--- src/rtl/cp0_pkg.sv ---
// Shared constants and types for the coprocessor-0 controller.
package cp0_pkg;

  // CP0 register indices
  localparam logic [4:0] CP0_COUNT   = 5'd9;
  localparam logic [4:0] CP0_COMPARE = 5'd11;
  localparam logic [4:0] CP0_STATUS  = 5'd12;
  localparam logic [4:0] CP0_CAUSE   = 5'd13;
  localparam logic [4:0] CP0_EPC     = 5'd14;

  // ExcCode values
  localparam logic [4:0] EXC_INT  = 5'd0;
  localparam logic [4:0] EXC_DIV0 = 5'd7;
  localparam logic [4:0] EXC_SYS  = 5'd8;
  localparam logic [4:0] EXC_BP   = 5'd9;
  localparam logic [4:0] EXC_RI   = 5'd10;
  localparam logic [4:0] EXC_OV   = 5'd12;
  localparam logic [4:0] EXC_NONE = 5'd31;

  // Status / Cause field positions
  localparam int STATUS_IE     = 0;
  localparam int STATUS_KSU_LO = 3;
  localparam int STATUS_IM_LO  = 8;
  localparam int CAUSE_EXC_LO  = 2;
  localparam int CAUSE_IP_LO   = 8;
  // Timer interrupt position inside the 8-bit IP/IM field (Cause/Status bit 15)
  localparam int IP_TIMER_BIT  = 7;

  // One saved context: 35 bits
  typedef struct packed {
    logic [1:0]  ksu;
    logic        ie;
    logic [31:0] epc;
  } ctx_t;

endpackage

--- src/rtl/cp0_ctx_stack.sv ---
// Saved-context LIFO; a push while full overwrites the top entry.
module cp0_ctx_stack
  import cp0_pkg::*;
#(
  parameter int DEPTH = 2,
  parameter int LW    = $clog2(DEPTH + 1)
) (
  input  logic          clock,
  input  logic          reset,
  input  logic          push,
  input  logic          pop,
  input  ctx_t          push_data,
  output ctx_t          top_data,
  output logic [LW-1:0] level
);

  localparam logic [LW-1:0] FULL = LW'(DEPTH);

  logic [LW-1:0]    level_reg;
  ctx_t             mem_reg [DEPTH];
  logic [DEPTH-1:0] wr_en;
  logic             full;

  assign full  = (level_reg == FULL);
  assign level = level_reg;

  // Slot select: next free slot, or the top slot once full
  genvar gi;
  generate
    for (gi = 0; gi < DEPTH; gi++) begin : g_wr
      assign wr_en[gi] = push && (full ? (gi == DEPTH - 1) : (level_reg == LW'(gi)));
    end
  endgenerate

  // Entry storage
  always_ff @(posedge clock or negedge reset) begin
    if (!reset) begin
      for (int i = 0; i < DEPTH; i++) mem_reg[i] <= '0;
    end else begin
      for (int i = 0; i < DEPTH; i++) begin
        if (wr_en[i]) mem_reg[i] <= push_data;
      end
    end
  end

  // Occupancy: saturates at DEPTH, never goes below zero
  always_ff @(posedge clock or negedge reset) begin
    if (!reset) begin
      level_reg <= '0;
    end else if (push && !full) begin
      level_reg <= level_reg + 1'b1;
    end else if (pop && (level_reg != '0)) begin
      level_reg <= level_reg - 1'b1;
    end
  end

  // Top-of-stack read, zero when empty
  always_comb begin
    top_data = '0;
    for (int i = 0; i < DEPTH; i++) begin
      if (level_reg == LW'(i + 1)) top_data = mem_reg[i];
    end
  end

endmodule

--- src/rtl/cp0_ctrl.sv ---
// Coprocessor-0 controller: exception/interrupt entry, ERET, timer, PC redirect.
module cp0_ctrl
  import cp0_pkg::*;
#(
  parameter int          INT_NUM      = 6,
  parameter int          NEST_DEPTH   = 2,
  parameter logic [31:0] HANDLER_ADDR = 32'h0000F500,
  parameter int          CNT_EN       = 1,
  localparam int         NL_W         = $clog2(NEST_DEPTH + 1)
) (
  input  logic               clock,
  input  logic               reset,
  input  logic               commit_valid,
  input  logic               overflow,
  input  logic               divide_zero,
  input  logic               reserved_instruction,
  input  logic               break_i,
  input  logic               syscall,
  input  logic               eret,
  input  logic               mfc0,
  input  logic               mtc0,
  input  logic [31:0]        pc,
  input  logic [4:0]         rd,
  input  logic [31:0]        rt_value,
  input  logic [INT_NUM-1:0] ext_int,
  output logic [31:0]        cp0_data_out,
  output logic               cp0_wen,
  output logic [31:0]        redirect_pc,
  output logic [4:0]         exc_code,
  output logic [NL_W-1:0]    nest_level
);

  logic               ie_reg, ie_next;
  logic [1:0]         ksu_reg, ksu_next;
  logic [7:0]         im_reg, im_next;
  logic [4:0]         exc_field_reg, exc_field_next;
  logic [31:0]        epc_reg, epc_next;
  logic [31:0]        count_reg, count_next;
  logic [31:0]        compare_reg, compare_next;
  logic               pend_reg, pend_next;
  logic [INT_NUM-1:0] ext_reg;
  logic               wen_reg, wen_next;
  logic [31:0]        rpc_reg, rpc_next;
  logic [4:0]         code_reg, code_next;

  logic [7:0]         ip_vec;
  logic               sync_exc, int_take, take, do_eret, do_mtc0;
  logic               stack_full, stack_empty;
  logic [4:0]         evt_code;
  ctx_t               top_ctx, push_ctx;
  logic [NL_W-1:0]    level;

  // mfc0 is a pure read and has no effect on state
  logic unused_mfc0;
  assign unused_mfc0 = mfc0;

  cp0_ctx_stack #(
    .DEPTH (NEST_DEPTH),
    .LW    (NL_W)
  ) u_stack (
    .clock     (clock),
    .reset     (reset),
    .push      (take),
    .pop       (do_eret && !stack_empty),
    .push_data (push_ctx),
    .top_data  (top_ctx),
    .level     (level)
  );

  assign push_ctx    = '{ksu: ksu_reg, ie: ie_reg, epc: epc_reg};
  assign stack_full  = (level == NL_W'(NEST_DEPTH));
  assign stack_empty = (level == '0);

  // Pending-interrupt vector: sampled lines plus the sticky timer bit
  always_comb begin
    ip_vec                  = '0;
    ip_vec[INT_NUM-1:0]     = ext_reg;
    ip_vec[IP_TIMER_BIT]    = pend_reg;
  end

  assign sync_exc = commit_valid &&
                    (syscall || divide_zero || break_i || reserved_instruction || overflow);
  // Interrupts never overwrite a saved context: they wait for stack room
  assign int_take = commit_valid && ie_reg && (|(ip_vec & im_reg)) && !stack_full;
  assign take     = sync_exc || int_take;
  assign do_eret  = commit_valid && eret && !take;
  assign do_mtc0  = commit_valid && mtc0 && !take;

  // Fixed event priority
  always_comb begin
    evt_code = EXC_NONE;
    if (syscall)                   evt_code = EXC_SYS;
    else if (divide_zero)          evt_code = EXC_DIV0;
    else if (break_i)              evt_code = EXC_BP;
    else if (reserved_instruction) evt_code = EXC_RI;
    else if (overflow)             evt_code = EXC_OV;
    else if (int_take)             evt_code = EXC_INT;
  end

  // Next state: mtc0 applies first, then entry or ERET overrides the fields they own
  always_comb begin
    ie_next        = ie_reg;
    ksu_next       = ksu_reg;
    im_next        = im_reg;
    exc_field_next = exc_field_reg;
    epc_next       = epc_reg;
    compare_next   = compare_reg;
    pend_next      = pend_reg;
    count_next     = (CNT_EN != 0) ? count_reg + 32'd1 : 32'd0;
    wen_next       = 1'b0;
    rpc_next       = rpc_reg;
    code_next      = code_reg;

    if ((CNT_EN != 0) && (count_reg == compare_reg) && (compare_reg != 32'd0))
      pend_next = 1'b1;

    if (do_mtc0) begin
      case (rd)
        CP0_COUNT:   if (CNT_EN != 0) count_next = rt_value;
        CP0_COMPARE: begin
          compare_next = rt_value;
          pend_next    = 1'b0;
        end
        CP0_STATUS: begin
          ie_next  = rt_value[STATUS_IE];
          ksu_next = rt_value[STATUS_KSU_LO +: 2];
          im_next  = rt_value[STATUS_IM_LO +: 8];
        end
        CP0_CAUSE:   exc_field_next = rt_value[CAUSE_EXC_LO +: 5];
        CP0_EPC:     epc_next = rt_value;
        default: ;
      endcase
    end

    if (take) begin
      ie_next        = 1'b0;
      ksu_next       = 2'b00;
      exc_field_next = evt_code;
      epc_next       = pc;
      code_next      = evt_code;
      wen_next       = 1'b1;
      rpc_next       = HANDLER_ADDR;
    end else if (do_eret) begin
      wen_next = 1'b1;
      rpc_next = epc_reg;
      if (!stack_empty) begin
        ksu_next = top_ctx.ksu;
        ie_next  = top_ctx.ie;
        epc_next = top_ctx.epc;
      end else begin
        ie_next = 1'b1;
      end
    end
  end

  // State registers, including the registered redirect
  always_ff @(posedge clock or negedge reset) begin
    if (!reset) begin
      ie_reg        <= 1'b0;
      ksu_reg       <= 2'b00;
      im_reg        <= '0;
      exc_field_reg <= '0;
      epc_reg       <= '0;
      count_reg     <= '0;
      compare_reg   <= '0;
      pend_reg      <= 1'b0;
      ext_reg       <= '0;
      wen_reg       <= 1'b0;
      rpc_reg       <= '0;
      code_reg      <= EXC_NONE;
    end else begin
      ie_reg        <= ie_next;
      ksu_reg       <= ksu_next;
      im_reg        <= im_next;
      exc_field_reg <= exc_field_next;
      epc_reg       <= epc_next;
      count_reg     <= count_next;
      compare_reg   <= compare_next;
      pend_reg      <= pend_next;
      ext_reg       <= ext_int;
      wen_reg       <= wen_next;
      rpc_reg       <= rpc_next;
      code_reg      <= code_next;
    end
  end

  // Combinational register read; unimplemented indices return zero
  always_comb begin
    cp0_data_out = '0;
    case (rd)
      CP0_COUNT:   cp0_data_out = count_reg;
      CP0_COMPARE: cp0_data_out = compare_reg;
      CP0_STATUS: begin
        cp0_data_out[STATUS_IE]          = ie_reg;
        cp0_data_out[STATUS_KSU_LO +: 2] = ksu_reg;
        cp0_data_out[STATUS_IM_LO +: 8]  = im_reg;
      end
      CP0_CAUSE: begin
        cp0_data_out[CAUSE_EXC_LO +: 5] = exc_field_reg;
        cp0_data_out[CAUSE_IP_LO +: 8]  = ip_vec;
      end
      CP0_EPC:     cp0_data_out = epc_reg;
      default: ;
    endcase
  end

  assign cp0_wen     = wen_reg;
  assign redirect_pc = rpc_reg;
  assign exc_code    = code_reg;
  assign nest_level  = level;

endmodule

--- config.mk ---
export PLATFORM = sky130hd
export DESIGN_NAME = cp0_ctrl
export DESIGN_NICKNAME = d
export VERILOG_FILES = /design/src/rtl/cp0_pkg.sv /design/src/rtl/cp0_ctx_stack.sv /design/src/rtl/cp0_ctrl.sv
export SDC_FILE = /design/constraint.sdc
export NUM_CORES = 1
export LEC_CHECK = 0
export BUFFER_PORTS_ARGS = -buffer_cell sky130_fd_sc_hd__buf_2
export CAP_MARGIN = 20
export CORE_MARGIN = 3
export CORE_UTILIZATION = 45
export CTS_CLUSTER_SIZE = 25
export DETAILED_ROUTE_END_ITERATION = 8
export GPL_TIMING_DRIVEN = 1
export PLACE_DENSITY_LB_ADDON = 0.15
export SLEW_MARGIN = 20
export SYNTH_ARGS = -nofsm -noshare
export SYNTH_HDL_FRONTEND = slang
export SYNTH_SLANG_ARGS = --single-unit
--- constraint.sdc ---
create_clock -name clock -period 3.8 [get_ports clock]
set_input_delay 0.38 -clock clock [delete_from_list [all_inputs] [get_ports clock]]
set_output_delay 0.38 -clock clock [all_outputs]
set_load 0.02 [all_outputs]
# After elaboration in Yosys (flattened, before gate mapping)
# Index checks and enable logic that the tools add are counted.
dict set report classes {
  mux 47
  n_addsub 3
  n_bitwise 1
  n_eq_ne 8
  n_reduce_logical 36
}
# cell count
set ops {}
lappend ops {{two-way mux 32 bit} 9}
lappend ops {{two-way mux 35 bit} 2}
lappend ops {{one-hot mux 16 bit (3 select lines)} 1}
lappend ops {{two-way mux 5 bit} 9}
lappend ops {{one-hot mux 8 bit (5 select lines)} 1}
lappend ops {{adder 32 x 1 -> 32 bit (second input constant)} 1}
lappend ops {{== test 32 bit} 1}
lappend ops {{nonzero test 32 bit} 1}
lappend ops {{== test 5 x 4 -> 1 bit (second input constant)} 5}
lappend ops {{logical AND 1 bit} 14}
lappend ops {{two-way mux 2 bit} 7}
lappend ops {{two-way mux 1 bit} 12}
lappend ops {{one-hot mux 2 bit (5 select lines)} 1}
lappend ops {{nonzero test 2 bit} 5}
lappend ops {{AND 8 bit} 1}
lappend ops {{one-hot mux 1 bit (4 select lines)} 2}
lappend ops {{one-hot mux 2 bit (4 select lines)} 1}
lappend ops {{AND reduction 2 bit} 4}
lappend ops {{OR reduction 8 bit} 1}
lappend ops {{one-hot mux 1 bit (3 select lines)} 2}
lappend ops {{nonzero test 3 bit} 2}
lappend ops {{logical OR 1 bit} 5}
lappend ops {{logical NOT 1 bit} 3}
lappend ops {{adder 2 x 1 -> 2 bit (second input constant)} 1}
lappend ops {{4 further kinds} 4}
dict set report totals {
  output_inout_bits 72
  register_bits 229
  elab_cells 114
}

# Depth between registers and ports, before layout
# Gate-level depths: netlist of run 1.
dict set report logic_depth {
  word_depth 12
  ltp_mapped 10
  mapped_depth_nobuf 7
}

# By module
# From an unflattened synthesis of run 1, not the netlist that was laid out.
dict set report unflattened {
  hier_cells 1189
  area_unflattened_um2 11875.1
}
# module cells_each n_inst area_each_um2 seq_area_each_um2
set modules_own_cells {}
lappend modules_own_cells {cp0_ctrl 910 1 8600.7 3935.0}
lappend modules_own_cells {cp0_ctx_stack 279 1 3274.4 1801.7}

# Least setup slack after synthesis of run 1
# OpenSTA, ideal clock, no wires.
dict set report synth_path {
  path_type {flip-flop to flip-flop}
  startpoint {reg u_stack.level_reg[0] (netlist: u_stack.level[0])}
  endpoint {reg epc_reg[23]}
  setup_slack_ps 1439
  path_buffers 3
  arrival_time_ps 2279
  synth_period_minus_slack_ps 2361
  path_stages_with_launch 11
  setup_time_ps 82
  cell_sequence {dfrtp_1 inv_1 ha_1 clkbuf_1 nand3b_1 a31o_2 buf_2 nand2_1 clkbuf_1 o22ai_1 a31oi_1}
}
dict set report synth_via {
  elab_chain_cells 10
  word_cells_on_any_way 15
  classes_between {eq/ne (2); mux (6); reduce/logical (7)}
}
# item line_no
set synth_lines {}
lappend synth_lines {{start, declared} cp0_ctx_stack.sv:19} ;# logic [LW-1:0] level_reg;
lappend synth_lines {{start signal, assigned} cp0_ctx_stack.sv:51} ;# level_reg <= level_reg + 1'b1;
lappend synth_lines {{start signal, assigned} cp0_ctx_stack.sv:53} ;# level_reg <= level_reg - 1'b1;
lappend synth_lines {{== test 2 bit} {cp0_ctx_stack.sv:61, cp0_ctrl.sv:71}}
lappend synth_lines {{logical NOT 1 bit} cp0_ctrl.sv:84} ;# assign int_take = commit_valid && ie_reg && (|(ip_vec & im_reg)) && !stack_full;
lappend synth_lines {{logical AND 1 bit} cp0_ctrl.sv:84}
lappend synth_lines {{logical OR 1 bit} cp0_ctrl.sv:85} ;# assign take = sync_exc || int_take;
lappend synth_lines {{logical NOT 1 bit} {cp0_ctrl.sv:86, cp0_ctrl.sv:87}}
lappend synth_lines {{logical AND 1 bit} cp0_ctrl.sv:87} ;# assign do_mtc0 = commit_valid && mtc0 && !take;
lappend synth_lines {{two-way mux 32 bit} cp0_ctrl.sv:117} ;# if (do_mtc0) begin
lappend synth_lines {{two-way mux 32 bit} cp0_ctrl.sv:146} ;# if (!stack_empty) begin
lappend synth_lines {{two-way mux 32 bit} cp0_ctrl.sv:143} ;# end else if (do_eret) begin
lappend synth_lines {{two-way mux 32 bit *} cp0_ctrl.sv:135} ;# if (take) begin
lappend synth_lines {{named net epc_next[23]} cp0_ctrl.sv:37} ;# logic [31:0] epc_reg, epc_next;
lappend synth_lines {{end signal, assigned} cp0_ctrl.sv:176} ;# epc_reg <= epc_next;
lappend synth_lines {{end, declared} cp0_ctrl.sv:37}
# The timed path passes the listed nets; every way through them passes the cells marked *.
# A chain may end at the register's enable or synchronous reset.

# Final worst setup path of run 1
dict set report layout_path {
  startpoint {reg ext_reg[4]}
  endpoint {reg epc_reg[23]}
}
dict set report layout_via {
  elab_chain_cells 11
  word_cells_on_any_way 12
  classes_between {mux (4); bitwise (1); reduce/logical (7)}
}
# item line_no
set layout_lines {}
lappend layout_lines {{start, declared} cp0_ctrl.sv:41} ;# logic [INT_NUM-1:0] ext_reg;
lappend layout_lines {{start signal, assigned} cp0_ctrl.sv:180} ;# ext_reg <= ext_int;
lappend layout_lines {{AND 8 bit *} cp0_ctrl.sv:84}
lappend layout_lines {{OR reduction 8 bit *} cp0_ctrl.sv:84}
lappend layout_lines {{logical AND 1 bit * (2 in series)} cp0_ctrl.sv:84}
lappend layout_lines {{logical OR 1 bit *} cp0_ctrl.sv:85}
lappend layout_lines {{logical NOT 1 bit} {cp0_ctrl.sv:86, cp0_ctrl.sv:87}}
lappend layout_lines {{logical AND 1 bit} cp0_ctrl.sv:87}
lappend layout_lines {{two-way mux 32 bit} cp0_ctrl.sv:117}
lappend layout_lines {{two-way mux 32 bit} cp0_ctrl.sv:146}
lappend layout_lines {{two-way mux 32 bit} cp0_ctrl.sv:143}
lappend layout_lines {{two-way mux 32 bit *} cp0_ctrl.sv:135}
lappend layout_lines {{named net epc_next[23]} cp0_ctrl.sv:37}
# Marks and branches as above.

==> results.json, run 1 <==
{
  "synth_cells": 1168,
  "post-synth-top-area-fraction": 0.486,
  "floorplan.rows": 57,
  "place_congestion": 0.882,
  "run_status": "complete, no violations",
  "post_layout_nonfiller_instances": 1637,
  "chipHeight_um": 166,
  "setup_violations": 0,
  "peakVddDrop_uv": 326,
  "design.portCount": 158,
  "floorplan.die_area_um2": 27600,
  "design.core.area_um2": 24700,
  "final-max-slew-violation-count": 0,
  "grt.overflow.total": 0,
  "post-synth-top-area-cell": "dfrtp_1",
  "maximum_capacitance_violations": 0,
  "drt_iter0_markers": 808,
  "worstHoldPathType": "input port to flip-flop",
  "antenna_violations_before_repair": 0,
  "timing.setup.tns_ps": 0,
  "pre_cts_slack_ps": 982,
  "timing_worst_setup_path_type": "flip-flop to flip-flop",
  "final_net_count": 1386,
  "post_cts_buffers": 0,
  "synth_warnings": 0,
  "critical_path_required_ps": 4230,
  "groute.usage.overall": 0.242,
  "timing.hold.ws_ps": 142,
  "layout_cell_share_with_drive_strength_beyond_1": 0.260,
  "route.detailed.drc": 0,
  "mostFrequentLayoutCell": "dfrtp_1",
  "synth_enable_flop_cells": 0,
  "finalWorstSetupSlack_ps": 924,
  "clock_tree_from_tritoncts": "built",
  "clock_transition_at_path_regs_ps": 60,
  "synth.ff_latch_count": 229,
  "commonest_register_cell_after_synthesis": "dfrtp_1",
  "die_width_um": 166,
  "dr.pass1.iters": 5,
  "final_cell_mix": "224 x dfrtp_1, 209 x nand2_1, 155 x buf_2",
  "powerDensity_nw_per_um2": 614,
  "number_of_nets_in_the_synthesized_netlist": 1259,
  "largest_reg_flops": 70,
  "grt_start_max_net_pins": 97,
  "power.leakage_uw": 0.00609,
  "finalWirelength_um": 34000,
  "maxClockFrequency_mhz": 348,
  "end_kind": "flip-flop",
  "timing.final.crit_period_ps": 2880,
  "transition_time_at_the_pin_with_the_least_slew_margin_ps": 750,
  "timing.critical_path.fanout_max": 42,
  "cts.sinks": 229,
  "worstSkewPairLatency_ps": 520,
  "start_util": 0.467,
  "critPathArrivalTime_ps": 3300,
  "final_critical_path_share_of_the_clock_period": 0.757,
  "synth_sequential_area_ratio": 0.497,
  "clock_tree.buffer_depth": 3,
  "synth_async_sr_flop_share": 1.00,
  "clock-skew-final_ps": 12.1,
  "numPortBuffers": 156,
  "rsz0062_at_grt": "false",
  "routed_wire_length_per_instance_um": 20.8,
  "hpwl_um": 24500,
  "synthesis.area_um2": 11500,
  "drt-vias-per-instance": 5.69,
  "cts-root-buf": "clkbuf_16",
  "power_uw": 8300,
  "areaGrowthSynthToFinish_pct": 17.2,
  "ctsHtreeMaxLevel": 1,
  "synthTopCellsByArea": "dfrtp_1 49%, mux2_2 9.7%, nand2_1 6.8%, xor2_1 4.3%, a21oi_1 3.3%",
  "worstSetupStartpointType": "flip-flop",
  "grt_pass1_vias": 9317,
  "synth.lib_cells_used.distinct": 58,
  "maxSlewHeadroom": 0.498,
  "route.vias.total": 9315,
  "hold_viol": 0,
  "wire_length_of_the_first_global_routing_pass_um": 54300,
  "place_inst": 1585,
  "detail-route-antenna-nets": 0,
  "tritoncts.num_buffers": 25,
  "antenna-diode-count": 0,
  "synth_area_per_cell_um2": 9.88
}
cell usage after synthesis (18+ instances only):
library cell and n:
mux2_2 99, mux2i_1 27, dfrtp_1 224, a21oi_1 75, nor2_1 50, a31oi_1 31
nand4_1 19, nand3_1 53, nand2_1 209, o22ai_1 33, o21ai_0 62, a22o_1 18
clkbuf_1 62, xor2_1 57
routing by layer:
metal	GRT usage	wire [um]
met1	0.378	16500
met2	0.357	14800
met3	0.0355	2190
met4	0.0539	637
met5	0	0
cell type report:
cell class | instances | area, um2
timing repair buffer | 187 | 1080
tap | 324 | 405
fill | 2288 | 11200
clock inverter | 6 | 61.3
sequential | 229 | 5740
clock buffer | 39 | 768
multi-input combinational | 846 | 5450
inverter | 6 | 22.5
what timing repair did:
item / 4_1_cts / 5_1_grt
endpoints found under the setup margin: 0 / 0
endpoints found under the hold margin: 98 / 0
hold buffers: 7 / 0
resized for setup: 0 / 0
path summary, 6_finish.rpt:
path / startpoint / to / slack [ps] / cells after the start
hold reg to reg: redirect_pc[12] / redirect_pc[12] / 490 / 2
max in group asynchronous: reset / u_stack.mem_reg[47] / 2270 / 3
setup reg to reg: ext_reg[4] / epc_reg[23] / 920 / 7
min in group asynchronous: reset / redirect_pc[6] / 480 / 2
setup / recovery: ext_reg[4] / epc_reg[23] / 920 / 7
hold / removal: rt_value[26] / compare_reg[26] / 140 / 2
cell families (layout without fill, tap and decap cells):
group | after synthesis | count (layout) | share of synthesized area
AO/OA/AOI/OAI | 255 | 255 | 0.133
XOR/XNOR | 63 | 63 | 0.0478
adder cells (fa/ha/maj) | 5 | 5 | 0.00542
buffers and inverters | 93 | 238 | 0.0335
flip-flops | 229 | 229 | 0.497
multiplexers | 138 | 138 | 0.132
AND/OR/NAND/NOR | 385 | 385 | 0.151
worst max-delay path, stage by stage, from the launching register on:
cell and delay, ps:
dfrtp_1 420, a222oi_1 510, a31o_2 250, buf_4 370, and2_2 370, buf_4 450, o22ai_1 170, a31oi_1 210
power breakdown:
group	switching, uW	total (uW)	internal, uW
clock	984	2430	1450
combinational	1170	2210	1040
sequential	604	3660	3050
stage by stage:
stage               cell area, um2   util
detailed placement           12600  0.510
floorplan                    11500      -
CTS                          13500  0.546
global route                 13500  0.547
global placement             12600  0.510
finish                       13500  0.547
No activity file was read; power rests on OpenSTA's default activity.
==> run 2: changes to the inputs <==
==> constraint.sdc (replaced) <==
create_clock -name clock -period 2.87 [get_ports clock]
set_input_delay 0.287 -clock clock [delete_from_list [all_inputs] [get_ports clock]]
set_output_delay 0.287 -clock clock [all_outputs]
set_load 0.02 [all_outputs]
==> results.json, run 2 (synthesis results as in run 1) <==
{
  "cts.sinks": 229,
  "floorplan.rows": 57,
  "finalWorstSetupSlack_ps": 398,
  "wire_length_of_the_first_global_routing_pass_um": 54000,
  "detail-route-antenna-nets": 0,
  "antenna-diode-count": 0,
  "dr.pass1.iters": 6,
  "floorplan.die_area_um2": 27600,
  "maxClockFrequency_mhz": 405,
  "hold_viol": 0,
  "final_critical_path_share_of_the_clock_period": 0.861,
  "route.vias.total": 9452,
  "grt.overflow.total": 0,
  "maximum_capacitance_violations": 0,
  "worstSetupStartpointType": "flip-flop",
  "maxSlewHeadroom": 0.536,
  "drt-vias-per-instance": 5.74,
  "layout_cell_share_with_drive_strength_beyond_1": 0.264,
  "critical_path_required_ps": 3260,
  "layout.filler_cells": 2226,
  "resized_gates_after_cts": 0,
  "grt_pass1_vias": 9196,
  "end_kind": "flip-flop",
  "worstSkewPairLatency_ps": 530,
  "numPortBuffers": 156,
  "clock_transition_at_path_regs_ps": 60,
  "pre_cts_slack_ps": 399,
  "routed_wire_length_per_instance_um": 20.8,
  "tritoncts.num_buffers": 26,
  "powerDensity_nw_per_um2": 812,
  "timing.setup.tns_ps": 0,
  "transition_time_at_the_pin_with_the_least_slew_margin_ps": 692,
  "finalWirelength_um": 34200,
  "timing.critical_path.fanout_max": 34,
  "place_congestion": 0.888,
  "route.detailed.drc": 0,
  "worstHoldPathType": "input port to flip-flop",
  "final-max-slew-violation-count": 0,
  "drt_iter0_markers": 890,
  "cts-root-buf": "clkbuf_16",
  "peakVddDrop_uv": 359,
  "clock-skew-final_ps": 15.2,
  "placement.cell_area_um2": 12700,
  "grt_start_max_net_pins": 108,
  "largest_reg_flops": 70,
  "utilization": 0.551,
  "chipHeight_um": 166,
  "timing.final.crit_period_ps": 2470,
  "areaGrowthSynthToFinish_pct": 18.1,
  "start_util": 0.467,
  "ctsHtreeMaxLevel": 1,
  "final_cell_mix": "224 x dfrtp_1, 209 x nand2_1, 155 x buf_2",
  "design.core.area_um2": 24700,
  "final_net_count": 1397,
  "die_width_um": 166,
  "hpwl_um": 24600,
  "post_cts_buffers": 0,
  "clock_tree.buffer_depth": 3,
  "mostFrequentLayoutCell": "dfrtp_1",
  "clock_tree_from_tritoncts": "built",
  "design.portCount": 158,
  "run_status": "complete, no violations",
  "groute.usage.overall": 0.242,
  "setup_violations": 0,
  "critPathArrivalTime_ps": 2860,
  "cts-hold-fix-buffers": 7,
  "final_design_area_no_fill_um2": 13600,
  "rsz0062_at_grt": "false",
  "antenna_violations_before_repair": 0,
  "power.leakage_uw": 0.00615,
  "timing_worst_setup_path_type": "flip-flop to flip-flop"
}
[run 2: layout make-up]
class | instances | area (um2) | area share
Timing Repair Buffer | 197 | 1180 | 0.0864
Inverter | 6 | 22.5 | 0.00165
Clock buffer | 39 | 791 | 0.0580
Tap cell | 324 | 405 | 0.0297
Multi-Input combinational cell | 846 | 5450 | 0.400
Sequential cell | 229 | 5740 | 0.421
Clock inverter | 5 | 50.0 | 0.00367
[run 2: power breakdown]
group,leakage (uW),switching (uW),internal [uW]
Sequential,0.00272,807,4040
Clock,0.000419,1310,1970
Combinational,0.00301,1550,1400
Total,0.00615,3660,7410
[run 2: worst paths after layout]
path                                       end  depth (start not counted)        startpoint  slack (ps)
max in group asynchronous      redirect_pc[25]                          3             reset        1790
min in group asynchronous  u_stack.mem_reg[41]                          2             reset         180
setup reg to reg                   epc_reg[30]                          9  u_stack.level[0]         400
hold reg to reg                redirect_pc[10]                          2   redirect_pc[10]         480
setup / recovery                   epc_reg[30]                          9  u_stack.level[0]         400
hold / removal                 compare_reg[27]                          2      rt_value[27]          50
[run 2: worst max-delay path, stage by stage, from the launching register on]
cell and delay [ps]:
dfrtp_1 390, inv_1 110, ha_2 210, nand3b_1 240, a31o_2 340, buf_4 260, nand2_1 100, buf_4 320
mux2i_1 260, a21oi_1 90
[run 2: through the flow]
step / power, uW / hold WS (ps) / cells
after global placement: 7740 / 130 / 1595
after detailed placement: 7810 / 131 / 1595
after CTS: 11100 / 31.4 / 1646
final: 11100 / 51.9 / 1646
after global routing: 11700 / 46.9 / 1646
after floorplan: 6840 / -8.59 / 1168
[run 2: per-layer routing]
metal  track usage  vias up  wire length [um]
met2         0.353      316             14700
met1         0.385     4654             16600
met3        0.0305       51              2160
met4        0.0550        0               678
met5             0        -                 0
li1              -     4431                 -
==> run 3: changes to the inputs <==
--- a/config.mk
+++ b/config.mk
@@ -13,6 +13,7 @@
 export DETAILED_ROUTE_END_ITERATION = 8
 export GPL_TIMING_DRIVEN = 1
 export PLACE_DENSITY_LB_ADDON = 0.15
+export REMOVE_ABC_BUFFERS = 1
 export SLEW_MARGIN = 20
 export SYNTH_ARGS = -nofsm -noshare
 export SYNTH_HDL_FRONTEND = slang
==> results.json, run 3 (synthesis results as in run 1) <==
{
  "seq_area_um2": 5740,
  "tritoncts.num_buffers": 26,
  "place_inst": 1604,
  "timing.final.crit_period_ps": 2430,
  "final_critical_path_share_of_the_clock_period": 0.847,
  "worstSkewPairLatency_ps": 520,
  "design.core.area_um2": 24700,
  "power_uw": 10800,
  "start_util": 0.467,
  "antenna-diode-count": 0,
  "routed_wire_length_per_instance_um": 19.9,
  "powerDensity_nw_per_um2": 791,
  "critical_path_required_ps": 3340,
  "peakVddDrop_uv": 427,
  "hpwl_um": 23400,
  "worstSetupStartpointType": "flip-flop",
  "hold_viol": 0,
  "final_cell_mix": "224 x dfrtp_1, 209 x nand2_1, 155 x buf_2",
  "final-max-slew-violation-count": 0,
  "numPortBuffers": 156,
  "clock_transition_at_path_regs_ps": 60,
  "rsz0062_at_grt": "false",
  "groute.usage.overall": 0.236,
  "grt_start_max_net_pins": 75,
  "design.portCount": 158,
  "route.detailed.drc": 0,
  "cts.sinks": 229,
  "multi_input_comb_area_um2": 5460,
  "route.vias.total": 9341,
  "timing_worst_setup_path_type": "flip-flop to flip-flop",
  "wire_length_of_the_first_global_routing_pass_um": 53300,
  "floorplan.rows": 57,
  "end_kind": "flip-flop",
  "grt.overflow.total": 0,
  "place_congestion": 0.900,
  "antenna_violations_before_repair": 0,
  "chipHeight_um": 166,
  "clock-skew-final_ps": 10.4,
  "die_width_um": 166,
  "worstHoldPathType": "input port to flip-flop",
  "floorplan.die_area_um2": 27600,
  "grt_pass1_vias": 9496,
  "setup_violations": 0,
  "mostFrequentLayoutCell": "dfrtp_1",
  "drt_iter0_markers": 665,
  "timing.hold.ws_ps": 29.9,
  "maximum_capacitance_violations": 0,
  "dr.pass1.iters": 5,
  "transition_time_at_the_pin_with_the_least_slew_margin_ps": 717,
  "critPathArrivalTime_ps": 2900,
  "ctsHtreeMaxLevel": 1,
  "utilization": 0.552,
  "final_net_count": 1406,
  "cts-root-buf": "clkbuf_16",
  "clock_tree.buffer_depth": 3,
  "layout.filler_cells": 2269,
  "clock_tree_from_tritoncts": "built",
  "largest_reg_flops": 70,
  "finalWirelength_um": 32900,
  "drt-vias-per-instance": 5.65,
  "layout_cell_share_with_drive_strength_beyond_1": 0.265,
  "post_cts_buffers": 0,
  "detail-route-antenna-nets": 0,
  "post_layout_nonfiller_instances": 1654,
  "maxSlewHeadroom": 0.522,
  "run_status": "complete, no violations",
  "timing.critical_path.fanout_max": 16,
  "power.leakage_uw": 0.00616,
  "areaGrowthSynthToFinish_pct": 18.3,
  "maxClockFrequency_mhz": 411
}
## run 3: cell types whose count changed in the layout (fill, tap and decap cells not counted), sizes merged
cell | before | now
clkinv | 4 | 2
buf | 190 | 199
clkbuf | 39 | 41
bufinv | 1 | 0
## run 3: layout make-up
type | count | share of cell area
multi-input cells | 846 | 0.400
well taps | 324 | 0.0297
repair buffers | 206 | 0.0922
clock inverters | 2 | 0.000733
flip-flops and latches | 229 | 0.420
clock buffers | 41 | 0.0562
inverters | 6 | 0.00165
## run 3: power breakdown
group | leakage [uW] | switching (uW) | total [uW] | internal (uW)
logic | 0.00306 | 1560 | 2960 | 1400
clock network | 0.000381 | 1270 | 3080 | 1810
registers | 0.00272 | 725 | 4770 | 4050
## run 3: metal layers
metal  up-vias  routed length [um]  GRT usage
met5         -                   0          0
met4         0                 497     0.0459
met3        44                1910     0.0409
met2       275               15000      0.377
met1      4575               15500      0.341
li1       4447                   -          -
## run 3: stage by stage
step	cell area [um2]	worst slack (ps)	TNS (ps)
after floorplan	11200	-1860	-236460
after global placement	12800	489	0
after CTS	13700	463	0
after detailed placement	12800	474	0
final	13700	438	0
after global routing	13700	375	0
## run 3: worst paths after layout
path,depth (start not counted),slack [ps],startpoint,endpoint
setup / recovery,6,440,im_reg[4],exc_field_reg[2]
hold / removal,2,30,rt_value[21],compare_reg[21]
setup reg to reg,6,440,im_reg[4],exc_field_reg[2]
hold reg to reg,2,490,redirect_pc[12],redirect_pc[12]
max in group asynchronous,3,1630,reset,exc_code[2]
min in group asynchronous,2,350,reset,u_stack.mem_reg[52]
## run 3: timing repair
item | in CTS | in global routing
hold buffers | 7 | 0
endpoints found under the hold margin | 73 | 0
gates resized for setup | 0 | 0
## run 3: critical path, cell delays in order (launching register included)
cell and delay, ps:
dfrtp_1 400, a222oi_1 550, a31o_2 370, buf_4 280, o21ai_0 110, a211oi_1 480, o22a_1 190
